==> src/rtl/sprite_mem_arbiter.sv <==
// sprite_mem_arbiter: shares the single-port sprite image memory between the
// HPS pixel loader (buffered writes) and vga_display (reads, with priority).
// A starvation guard forces one queued write past a continuous read stream
// after STARVE_LIMIT waiting cycles.
// Optional build macro ARB_STATS_EN adds the rd_stall_cnt / wr_full_cnt
// saturating statistics outputs.
module sprite_mem_arbiter #(
    parameter int unsigned ADDR_W       = 20,
    parameter int unsigned DATA_W       = 24,
    parameter int unsigned WQ_DEPTH     = 8,
    parameter int unsigned STARVE_LIMIT = 16
) (
    input  logic                       clk,
    input  logic                       reset,
    input  logic                       clear,
    input  logic                       wr_valid,
    output logic                       wr_ready,
    input  logic [ADDR_W-1:0]          wr_addr,
    input  logic [DATA_W-1:0]          wr_data,
    input  logic                       rd_req,
    input  logic [ADDR_W-1:0]          rd_addr,
    output logic                       rd_gnt,
    output logic                       rd_valid,
    output logic [DATA_W-1:0]          rd_data,
    output logic [ADDR_W-1:0]          mem_addr,
    output logic                       mem_we,
    output logic [DATA_W-1:0]          mem_din,
    input  logic [DATA_W-1:0]          mem_dout,
    output logic [$clog2(WQ_DEPTH):0]  wq_count
`ifdef ARB_STATS_EN
    ,
    output logic [15:0]                rd_stall_cnt,
    output logic [15:0]                wr_full_cnt
`endif
);

    localparam int unsigned PTR_W = $clog2(WQ_DEPTH);
    localparam int unsigned CNT_W = PTR_W + 1;
    localparam int unsigned STV_W = $clog2(STARVE_LIMIT + 1);

    localparam logic [1:0] GNT_NONE = 2'd0;
    localparam logic [1:0] GNT_RD   = 2'd1;
    localparam logic [1:0] GNT_WR   = 2'd2;

    logic [ADDR_W-1:0] wq_addr [WQ_DEPTH];
    logic [DATA_W-1:0] wq_data [WQ_DEPTH];
    logic [PTR_W-1:0]  wr_ptr;
    logic [PTR_W-1:0]  rd_ptr;
    logic [STV_W-1:0]  starve_cnt;
    logic [1:0]        gnt_q;
    logic [1:0]        gnt_c;
    logic              force_wr_c;
    logic              push_c;
    logic              pop_c;

    assign wr_ready = (wq_count < CNT_W'(WQ_DEPTH));
    assign push_c   = wr_valid & wr_ready & ~clear;
    assign pop_c    = (gnt_c == GNT_WR);
    assign rd_gnt   = (gnt_c == GNT_RD);
    // Memory output is only meaningful in the cycle rd_valid flags it.
    assign rd_data  = rd_valid ? mem_dout : '0;

    // Grant state register: remembers last cycle's grant to pace the read pipeline.
    always_ff @(posedge clk or posedge reset) begin
        if (reset) begin
            gnt_q <= GNT_NONE;
        end else begin
            gnt_q <= gnt_c;
        end
    end

    // Arbitration on current inputs: reads first unless a write has starved.
    always_comb begin
        gnt_c      = GNT_NONE;
        force_wr_c = (wq_count != '0) && (starve_cnt >= STV_W'(STARVE_LIMIT));
        if (reset) begin
            gnt_c = GNT_NONE;
        end else if (rd_req && !force_wr_c) begin
            gnt_c = GNT_RD;
        end else if (wq_count != '0) begin
            gnt_c = GNT_WR;
        end
    end

    // Write queue storage; no reset needed, occupancy is tracked separately.
    always_ff @(posedge clk) begin
        if (push_c) begin
            wq_addr[wr_ptr] <= wr_addr;
            wq_data[wr_ptr] <= wr_data;
        end
    end

    // Write queue pointers and occupancy; clear discards everything queued.
    always_ff @(posedge clk or posedge reset) begin
        if (reset) begin
            wr_ptr   <= '0;
            rd_ptr   <= '0;
            wq_count <= '0;
        end else if (clear) begin
            wr_ptr   <= '0;
            rd_ptr   <= '0;
            wq_count <= '0;
        end else begin
            if (push_c) begin
                wr_ptr <= wr_ptr + PTR_W'(1);
            end
            if (pop_c) begin
                rd_ptr <= rd_ptr + PTR_W'(1);
            end
            case ({push_c, pop_c})
                2'b10:   wq_count <= wq_count + CNT_W'(1);
                2'b01:   wq_count <= wq_count - CNT_W'(1);
                default: wq_count <= wq_count;
            endcase
        end
    end

    // Starvation counter: cycles a queued write has waited behind reads.
    always_ff @(posedge clk or posedge reset) begin
        if (reset) begin
            starve_cnt <= '0;
        end else if (clear || (wq_count == '0) || pop_c) begin
            starve_cnt <= '0;
        end else if (starve_cnt != STV_W'(STARVE_LIMIT)) begin
            starve_cnt <= starve_cnt + STV_W'(1);
        end
    end

    // Memory port registers driven from this cycle's grant.
    always_ff @(posedge clk or posedge reset) begin
        if (reset) begin
            mem_addr <= '0;
            mem_we   <= 1'b0;
            mem_din  <= '0;
        end else begin
            case (gnt_c)
                GNT_RD: begin
                    mem_addr <= rd_addr;
                    mem_we   <= 1'b0;
                end
                GNT_WR: begin
                    mem_addr <= wq_addr[rd_ptr];
                    mem_din  <= wq_data[rd_ptr];
                    mem_we   <= 1'b1;
                end
                default: begin
                    mem_we   <= 1'b0;
                end
            endcase
        end
    end

    // Read data valid two cycles after the grant (address reg + sync memory).
    always_ff @(posedge clk or posedge reset) begin
        if (reset) begin
            rd_valid <= 1'b0;
        end else begin
            rd_valid <= (gnt_q == GNT_RD);
        end
    end

`ifdef ARB_STATS_EN
    // Saturating stall statistics for the reader and the loader.
    always_ff @(posedge clk or posedge reset) begin
        if (reset) begin
            rd_stall_cnt <= '0;
            wr_full_cnt  <= '0;
        end else if (clear) begin
            rd_stall_cnt <= '0;
            wr_full_cnt  <= '0;
        end else begin
            if (rd_req && !rd_gnt && (rd_stall_cnt != 16'hFFFF)) begin
                rd_stall_cnt <= rd_stall_cnt + 16'd1;
            end
            if (wr_valid && !wr_ready && (wr_full_cnt != 16'hFFFF)) begin
                wr_full_cnt <= wr_full_cnt + 16'd1;
            end
        end
    end
`endif

endmodule

==> config.mk <==
export PLATFORM = sky130hd
export DESIGN_NAME = sprite_mem_arbiter
export DESIGN_NICKNAME = d
export VERILOG_FILES = /design/src/rtl/sprite_mem_arbiter.sv
export SDC_FILE = /design/constraint.sdc
export NUM_CORES = 1
export LEC_CHECK = 0
export BUFFER_PORTS_ARGS = -buffer_cell sky130_fd_sc_hd__buf_2
export CAP_MARGIN = 20
export CORE_MARGIN = 1
export CORE_UTILIZATION = 35
export DETAILED_ROUTE_END_ITERATION = 8
export RECOVER_POWER = 50
export SYNTH_ARGS = -nofsm -noshare
export SYNTH_HDL_FRONTEND = slang
export SYNTH_SLANG_ARGS = --single-unit
==> constraint.sdc <==
create_clock -name clk -period 4.8 [get_ports clk]
set_input_delay 0.24 -clock clk [delete_from_list [all_inputs] [get_ports clk]]
set_output_delay 0.24 -clock clk [all_outputs]
set_load 0.01 [all_outputs]
==> metrics.md, run 1 <==
| Metric | Value |
|---|---|
| Status | `finished, final reports clean` |
| DRT iter0 DRCs | `602` |
| Worst VDD drop | `0.000216 V` |
| Share of total power in combinational logic | `0.100` |
| Hold Path Class | `in -> reg` |
| Ys async rst share | `0.152` |
| Commonest non-fill, non-tap cells in the layout | `352 x edfxtp_1, 88 x clkbuf_1, 88 x buf_2` |
| Initial antenna violation count | `4` |
| HPWL after DPL | `19.8 mm` |
| Post-synth net total | `939` |
| Die Ht | `216 um` |
| Crit path launch type | `flop` |
| Inst Count DP | `1580` |
| Power Density | `423 nW/um^2` |
| Syn Area/Cell | `19.1 um^2` |
| Post-Synthesis Cell Area | `16000 um^2` |
| Pint | `0.00634 W` |
| GP Congestion | `0.724` |
| Final Critical Period | `3140 ps` |
| Leakage power total | `6.50 nW` |
| Leading cell type in the layout, fill and taps excluded | `edfxtp_1` |
| Sw power | `0.00190 W` |
| Slew @ Worst Pin | `1150 ps` |
| #FFs+latches synth | `415` |
| R2R setup slack | `1660 ps` |
| Endpoints failing setup | `0` |
| Yosys top cell by area | `edfxtp_1` |
| Final Hold Fails | `0` |
| IO Port Bufs | `168` |
| Placeable Area | `45300 um^2` |
| Critical Path Sink Type | `flop` |
| Via/cell ratio | `4.93` |
| TritonCTS clock tree | `done` |
| Slew Viols, Final | `0` |
| Largest net degree at the start of global routing | `64` |
| Die ar. | `46700 um^2` |
| Sequential cell area fraction in the yosys report | `0.757` |
| RSZ-0062 raised after global routing | `false` |
| Multi-input gate area | `3670 um^2` |
| CP max FO | `61` |
| Vias | `8470` |
| Initial core utilization | `0.354` |
| Crit Path Class | `reg -> reg` |
| DRT Wirelength | `34.8 mm` |
| FF/Latch Area | `12200 um^2` |
| Post-synth top area share | `0.659` |
| # Post-CTS Setup Buffers | `0` |
| CP Data Arrival Time | `3600 ps` |
| F_max | `318 MHz` |
| Filler cells | `3991` |
| I/O pin count | `169` |
| Area growth from synthesis to layout | `21.6%` |
| Max Clock Skew | `13.5 ps` |
| Worst setup path start | `wq_count[1]` |
| Sinks on Clock Net | `415` |
| Reg2reg end | `mem_addr[17]` |
| Vias in the first global route | `8819` |
| Nets | `1189` |
| # rows | `78` |
| GRT overflow | `0` |
| CTS Buf Count | `40` |
| Power share of the clock group | `0.380` |
| Clock transition at path regs | `60 ps` |
| Sequential Power Share | `0.519` |
| Fin crit share | `0.654` |
| Sw Ratio | `0.231` |
| Req. time, crit path | `5260 ps` |
| Worst slew margin | `0.234` |
| Reg-to-reg startpoint | `wq_count[1]` |
| Worst-skew pair later-pin latency | `540 ps` |
| DRC viols | `0` |
| Max-Cap Viols | `0` |
| FF-to-FF path depth | `8` |
| 1st-pass router iterations | `5` |
| Synth area leaders | `edfxtp_1 66%, dfrtp_1 9.8%, mux4_2 9.5%` |
| First-pass GRT wire length | `53.0 mm` |
| Post-synth EDFFs | `352` |
| Yosys Warn Count | `0` |
| Gr usage total | `0.150` |
| Maximum clock insertion buffer count | `3` |
| Count of different cell masters after synthesis | `37` |
| Main synth FF type | `edfxtp_1` |
| Setup TNS | `0 ps` |
| Post-synthesis cell count | `838` |
| Final cell count without fillers | `1717` |
| Worst setup path end | `mem_addr[17]` |
| Clock tree root driver cell | `clkbuf_16` |
| Layout cells sized above 1 | `0.228` |
| H-tree depth | `2` |
| Routed length per instance | `20.3 um` |
| ANT nets after route | `0` |
| Die W | `216 um` |
[power by group through the flow]
stage | registers, W | clock network [W] | logic (W)
after floorplan | 0.00438 | 0 | 0.000389
after global placement | 0.00437 | 0 | 0.000806
final | 0.00428 | 0.00314 | 0.000827
after CTS | 0.00430 | 0.00320 | 0.000866
after global routing | 0.00431 | 0.00333 | 0.000917
after detailed placement | 0.00437 | 0 | 0.000821
[worst min path at each step]
stage | endpoint | from | cells after the start | slack, ps
3_5_place_dp | rd_valid | gnt_q[1] | 1 | 390
3_3_place_gp | rd_valid | gnt_q[1] | 1 | 400
2_1_floorplan | wq_addr[0][0] | wr_addr[0] | 0 | 340
6_report | gnt_q[0] | rd_req | 3 | 50
4_1_cts | gnt_q[1] | reset | 4 | 20
5_1_grt | gnt_q[0] | rd_req | 3 | 70
[critical path, cell delays in order (launching register included)]
cell	delay, ps
dfrtp_1	450
or4_1	600
nand2_1	100
nand3_1	110
ha_2	210
buf_4	310
nor2_2	970
a22oi_1	160
nand2_1	140
[synth_stat cells, types with 3 or more instances]
cell type / count
a22oi_1: 21
nand3_1: 3
xor2_1: 6
inv_1: 9
buf_6: 5
o21ai_0: 21
nand2_1: 27
a221oi_1: 19
dfrtp_1: 63
nand2b_1: 6
mux2i_1: 68
nor3_1: 4
mux4_2: 68
buf_4: 7
clkbuf_1: 21
xnor2_1: 4
edfxtp_1: 352
and2_1: 26
buf_2: 11
a21oi_1: 26
nor2_1: 46
ha_1: 8
[what timing repair did]
item                      CTS  global route
gates resized for setup     0             0
hold buffers               64             0
hold endpoints to repair  372             0
[sequential cells by signal, summed over array words and instances (netlist names)]
| register | cells |
|---|---|
| mem_we | 1 |
| wq_data | 192 |
| wq_addr | 160 |
| wq_count | 4 |
| gnt_q | 2 |
| mem_din | 24 |
| rd_ptr | 3 |
| rd_valid | 1 |
| wr_ptr | 3 |
| mem_addr | 20 |
| starve_cnt | 5 |
[kinds of logic after synthesis]
kind of cell | Yosys count | synth area share
xor+xnor | 10 | 0.00546
mux | 136 | 0.138
buf+inv | 54 | 0.0182
flops | 415 | 0.757
compound gates | 93 | 0.0378
fa+ha+maj | 8 | 0.00624
simple gates | 122 | 0.0371
[per-layer routing]
layer | track usage | share of wire | up-vias | routed length, um
met4 | 0.0432 | 0.022 | 4 | 772
met3 | 0.0275 | 0.048 | 66 | 1680
met1 | 0.195 | 0.44 | 4367 | 15200
met5 | 0 | 0.00057 | - | 20
met2 | 0.257 | 0.49 | 206 | 17200
li1 | - | - | 3827 | -
[final cells by class]
cell class,instances,share of cell area
repair buffers,253,0.0806
well taps,600,0.0385
clock inverters,14,0.00879
flip-flops and latches,415,0.624
diodes,2,0.000257
inverters,9,0.00180
multi-input cells,369,0.188
clock buffers,55,0.0584
[through the flow]
step / util / area [um^2] / power [W] / hold WS [ps] / worst slack [ps]
after floorplan: - / 16000 / 0.00477 / 339 / 307
after global placement: 0.389 / 17600 / 0.00518 / 397 / 1560
after detailed placement: 0.389 / 17600 / 0.00519 / 388 / 1440
after CTS: 0.432 / 19500 / 0.00836 / 21.1 / 1400
after global routing: 0.431 / 19500 / 0.00856 / 68.2 / 1400
final: 0.431 / 19500 / 0.00825 / 51.3 / 1660
No activity file was read; power rests on OpenSTA's default activity.
==> inputs of run 2 (changes only) <==
Settings changed: ABC_AREA from default to 1.
Clock period 4.8 ns to 3 ns, I/O delays scaled along.
==> run 2 against run 1 <==
Compared with the run above: final area grew 2.6%; utilization barely moved; area after synthesis is 2.4% higher; clock-buffer cell count down 4; sequential share of layout area fell by 1.6 points; maximum frequency up 16%; non-clock buffer count up 19; critical path type unchanged.
==> metrics.md, run 2 <==
| Metric | Value |
|---|---|
| Status | `finished, final reports clean` |
| Nets | `1646 (+38%)` |
| Sw power | `0.00404 W (+110%)` |
| Worst slew margin | `0.162 (-0.0717)` |
| RSZ-0062 raised after global routing | `false` |
| DRT iter0 DRCs | `890 (+48%)` |
| Initial core utilization | `0.353 (-0.000761)` |
| Yosys top cell by area | `edfxtp_1` |
| Leading cell type in the layout, fill and taps excluded | `edfxtp_1` |
| Max-Cap Viols | `0 (unchanged)` |
| Highest-delay cell along the critical path | `dfrtp_1` |
| Post-Synthesis Cell Area | `16400 um^2 (+2.4%)` |
| Fin crit share | `0.899 (+0.245)` |
| Main synth FF type | `edfxtp_1` |
| Filler cells | `4276 (+7.1%)` |
| Placeable Area | `46500 um^2 (+2.6%)` |
| Die W | `219 um (+1.2%)` |
| Final Critical Period | `2700 ps (-444 ps)` |
| Power share of the clock group | `0.340 (-0.040)` |
| # Post-CTS Setup Buffers | `0 (unchanged)` |
| CP dominant cell by count | `inv_1` |
| Final Hold Fails | `0 (unchanged)` |
| Share of total power in combinational logic | `0.175 (+0.075)` |
| Die Ht | `219 um (+1.2%)` |
| Top delay family on crit path | `simple AND/OR/NAND/NOR gates` |
| Via/cell ratio | `5.05 (+2.3%)` |
| TritonCTS clock tree | `done` |
| Final cell count without fillers | `2182 (+27%)` |
| Largest regs | `wq_data x192, wq_addr x160, mem_din x24` |
| Power Density | `728 nW/um^2 (+72%)` |
| Count of different cell masters after synthesis | `26 (-30%)` |
| CP Data Arrival Time | `3100 ps (-500 ps)` |
| CP max FO | `19 (-69%)` |
| Hold Path Class | `in -> reg` |
| Crit path cell chain | `inv_1 -> nand4_1 -> a21boi_0 -> nor3_1 -> ha_2 -> buf_4 -> nand3_1 -> nand2_1 -> inv_1 -> ha_1 -> inv_1 -> nand2_1 -> xnor2_1 -> o22ai_1` |
| HPWL after DPL | `22.7 mm (+14%)` |
| Largest register FFs | `192 (unchanged)` |
| Clock transition at path regs | `60 ps (about the same)` |
| Die ar. | `47800 um^2 (+2.3%)` |
| Maximum clock insertion buffer count | `3 (unchanged)` |
| Vias | `11011 (+30%)` |
| DRC viols | `0 (unchanged)` |
| Gr usage total | `0.170 (+0.0196)` |
| # rows | `79 (+1.3%)` |
| 1st-pass router iterations | `5 (unchanged)` |
| IO Port Bufs | `168 (unchanged)` |
| Met3 usage | `0.0241 (-0.00343)` |
| Fin area | `20000 um^2 (+2.6%)` |
| Crit Path Class | `reg -> reg` |
| DRT Wirelength | `40.5 mm (+16%)` |
| Commonest non-fill, non-tap cells in the layout | `352 x edfxtp_1, 260 x nor2_1, 170 x o21ai_0` |
| Crit path buffers/inverters | `4 (+3)` |
| Routed length per instance | `18.5 um (-8.5%)` |
| Max incr delay on CP | `440 ps (-530 ps)` |
| GRT overflow | `0 (unchanged)` |
| Vias in the first global route | `10581 (+20%)` |
| GP Congestion | `0.812 (+12%)` |
| ANT nets after route | `0 (unchanged)` |
| Initial antenna violation count | `4 (unchanged)` |
| Yosys Warn Count | `0 (unchanged)` |
| GR peak layer | `met2` |
| Synth area leaders | `edfxtp_1 64%, dfrtp_1 9.6%, nor2_1 6.1%` |
| H-tree depth | `2 (unchanged)` |
| Leakage power total | `7.21 nW (+11%)` |
| GR Util met1 | `0.233 (+0.0374)` |
| Sinks on Clock Net | `415 (unchanged)` |
| Slew Viols, Final | `0 (unchanged)` |
| Sw Ratio | `0.278 (+0.0470)` |
| Count leader, synth | `edfxtp_1` |
| Slew @ Worst Pin | `1260 ps (+109 ps)` |
| I/O pin count | `169 (unchanged)` |
| Post-synth top area share | `0.644 (-0.0153)` |
| First-pass GRT wire length | `62.4 mm (+18%)` |
| Largest net degree at the start of global routing | `178 (+180%)` |
| Inst Count DP | `2040 (+29%)` |
| Worst VDD drop | `0.000364 V (+68%)` |
| Biggest register | `wq_data` |
| Critical Path Sink Type | `flop` |
| Sequential Power Share | `0.486 (-0.033)` |
| Max Clock Skew | `17.6 ps (+4.10 ps)` |
| Req. time, crit path | `3410 ps (-1850 ps)` |
| Grt met2 use | `0.280 (+0.0231)` |
| CTS Buf Count | `41 (+2.5%)` |
| Syn Area/Cell | `12.5 um^2 (-35%)` |
| Endpoints failing setup | `0 (unchanged)` |
| Clock tree root driver cell | `clkbuf_16` |
| Crit path launch type | `flop` |
| Layout cells sized above 1 | `0.123 (-0.105)` |
| Worst-skew pair later-pin latency | `540 ps (about the same)` |
| Post-synth net total | `1413 (+50%)` |
| Post-synthesis cell count | `1312 (+57%)` |
| Area growth from synthesis to layout | `21.8%` |
| Sequential cell area fraction in the yosys report | `0.740 (-0.0175)` |
| Commonest cells post-synth | `352 x edfxtp_1, 268 x nor2_1, 171 x o21ai_0` |
| Ys async rst share | `0.152 (unchanged)` |
| Pint | `0.0105 W (+66%)` |
| Placed cell area | `18100 um^2 (+3.1%)` |
| #FFs+latches synth | `415 (unchanged)` |
| Multi-input gate area | `3740 um^2 (+2.0%)` |
| F_max | `371 MHz (+16%)` |
| FF/Latch Area | `12200 um^2 (about the same)` |
| Post-synth EDFFs | `352 (unchanged)` |
[run 2: changes by cell type in the layout (fill, tap and decap cells not counted), sizes merged, moves of 21 or more]
cell,delta
o21ai,+164
mux2i,-68
o211ai,+57
nor2,+222
inv,+47
nand3,+54
mux4,-68
a22oi,-21
o221ai,+30
nand2,+69
and2,-26
[run 2: path summary, 6_finish.rpt]
| kind | start | endpoint | slack (ps) | cells past startpoint |
|---|---|---|---|---|
| worst max-delay path | wq_count[0] | wq_count[2] | 300 | 14 |
| worst min-delay path | rd_req | gnt_q[1] | 120 | 3 |
| worst max register to register | wq_count[0] | wq_count[2] | 300 | 14 |
| worst min register to register | gnt_q[1] | rd_valid | 390 | 1 |
| max in group asynchronous | reset | mem_din[5] | 1020 | 5 |
| min in group asynchronous | reset | wq_count[3] | 210 | 3 |
[run 2: per-stage QoR]
stage	setup WS, ps	hold WS, ps	utilization	power [W]	TNS (ps)
3_3_place_gp	544	383	0.390	0.00967	0
6_report	303	121	0.430	0.0146	0
3_5_place_dp	322	383	0.390	0.00976	0
4_1_cts	314	92.1	0.433	0.0148	0
5_1_grt	38.1	172	0.430	0.0153	0
2_1_floorplan	-285	241	-	0.00866	-98240
[run 2: worst min-delay path: cells and delay by family]
family | cells | cell delay, ps
AOI/OAI and AO/OA | 1 | 230
and+or+nand+nor | 1 | 120
buffers and inverters | 1 | 100
[run 2: cells by family (layout without fill, tap and decap cells)]
| logic type | Yosys count | after routing | share of synthesized area |
|---|---|---|---|
| buffers and inverters | 139 | 401 | 0.0363 |
| adders and majority gates | 8 | 8 | 0.00610 |
| DFF | 415 | 415 | 0.740 |
| xor gates and xnor gates | 3 | 3 | 0.00160 |
| AOI/OAI and AO/OA | 323 | 323 | 0.115 |
| other | 0 | 1 | 0 |
| and+or+nand+nor | 424 | 424 | 0.102 |
[run 2: final cells by class]
class                           instances  share of cell area
Sequential cell                       415               0.608
Multi-Input combinational cell        758               0.187
Timing Repair Buffer                  272              0.0922
Clock buffer                           51              0.0542
Tap cell                              607              0.0380
Inverter                               57              0.0110
Clock inverter                         21             0.00976
Antenna cell                            1            0.000125
[run 2: layer usage]
layer,routed length [um],share of wire,vias to the layer above
met1,18200,0.45,5447
met4,813,0.020,6
met3,2010,0.050,61
met2,19400,0.48,315
met5,32,0.00079,-
li1,-,-,5182
[run 2: power by group through the flow]
stage	clock (W)	sequential [W]	combinational (W)
floorplan	0	0.00727	0.00138
global placement	0	0.00716	0.00252
detailed placement	0	0.00718	0.00257
CTS	0.00505	0.00707	0.00265
global route	0.00528	0.00713	0.00286
finish	0.00495	0.00707	0.00254
[run 2: what timing repair did]
action	in CTS	in global routing
endpoints found under the hold margin	427	0
gates resized for setup	0	1
endpoints found under the setup margin	0	1
hold buffers	68	0
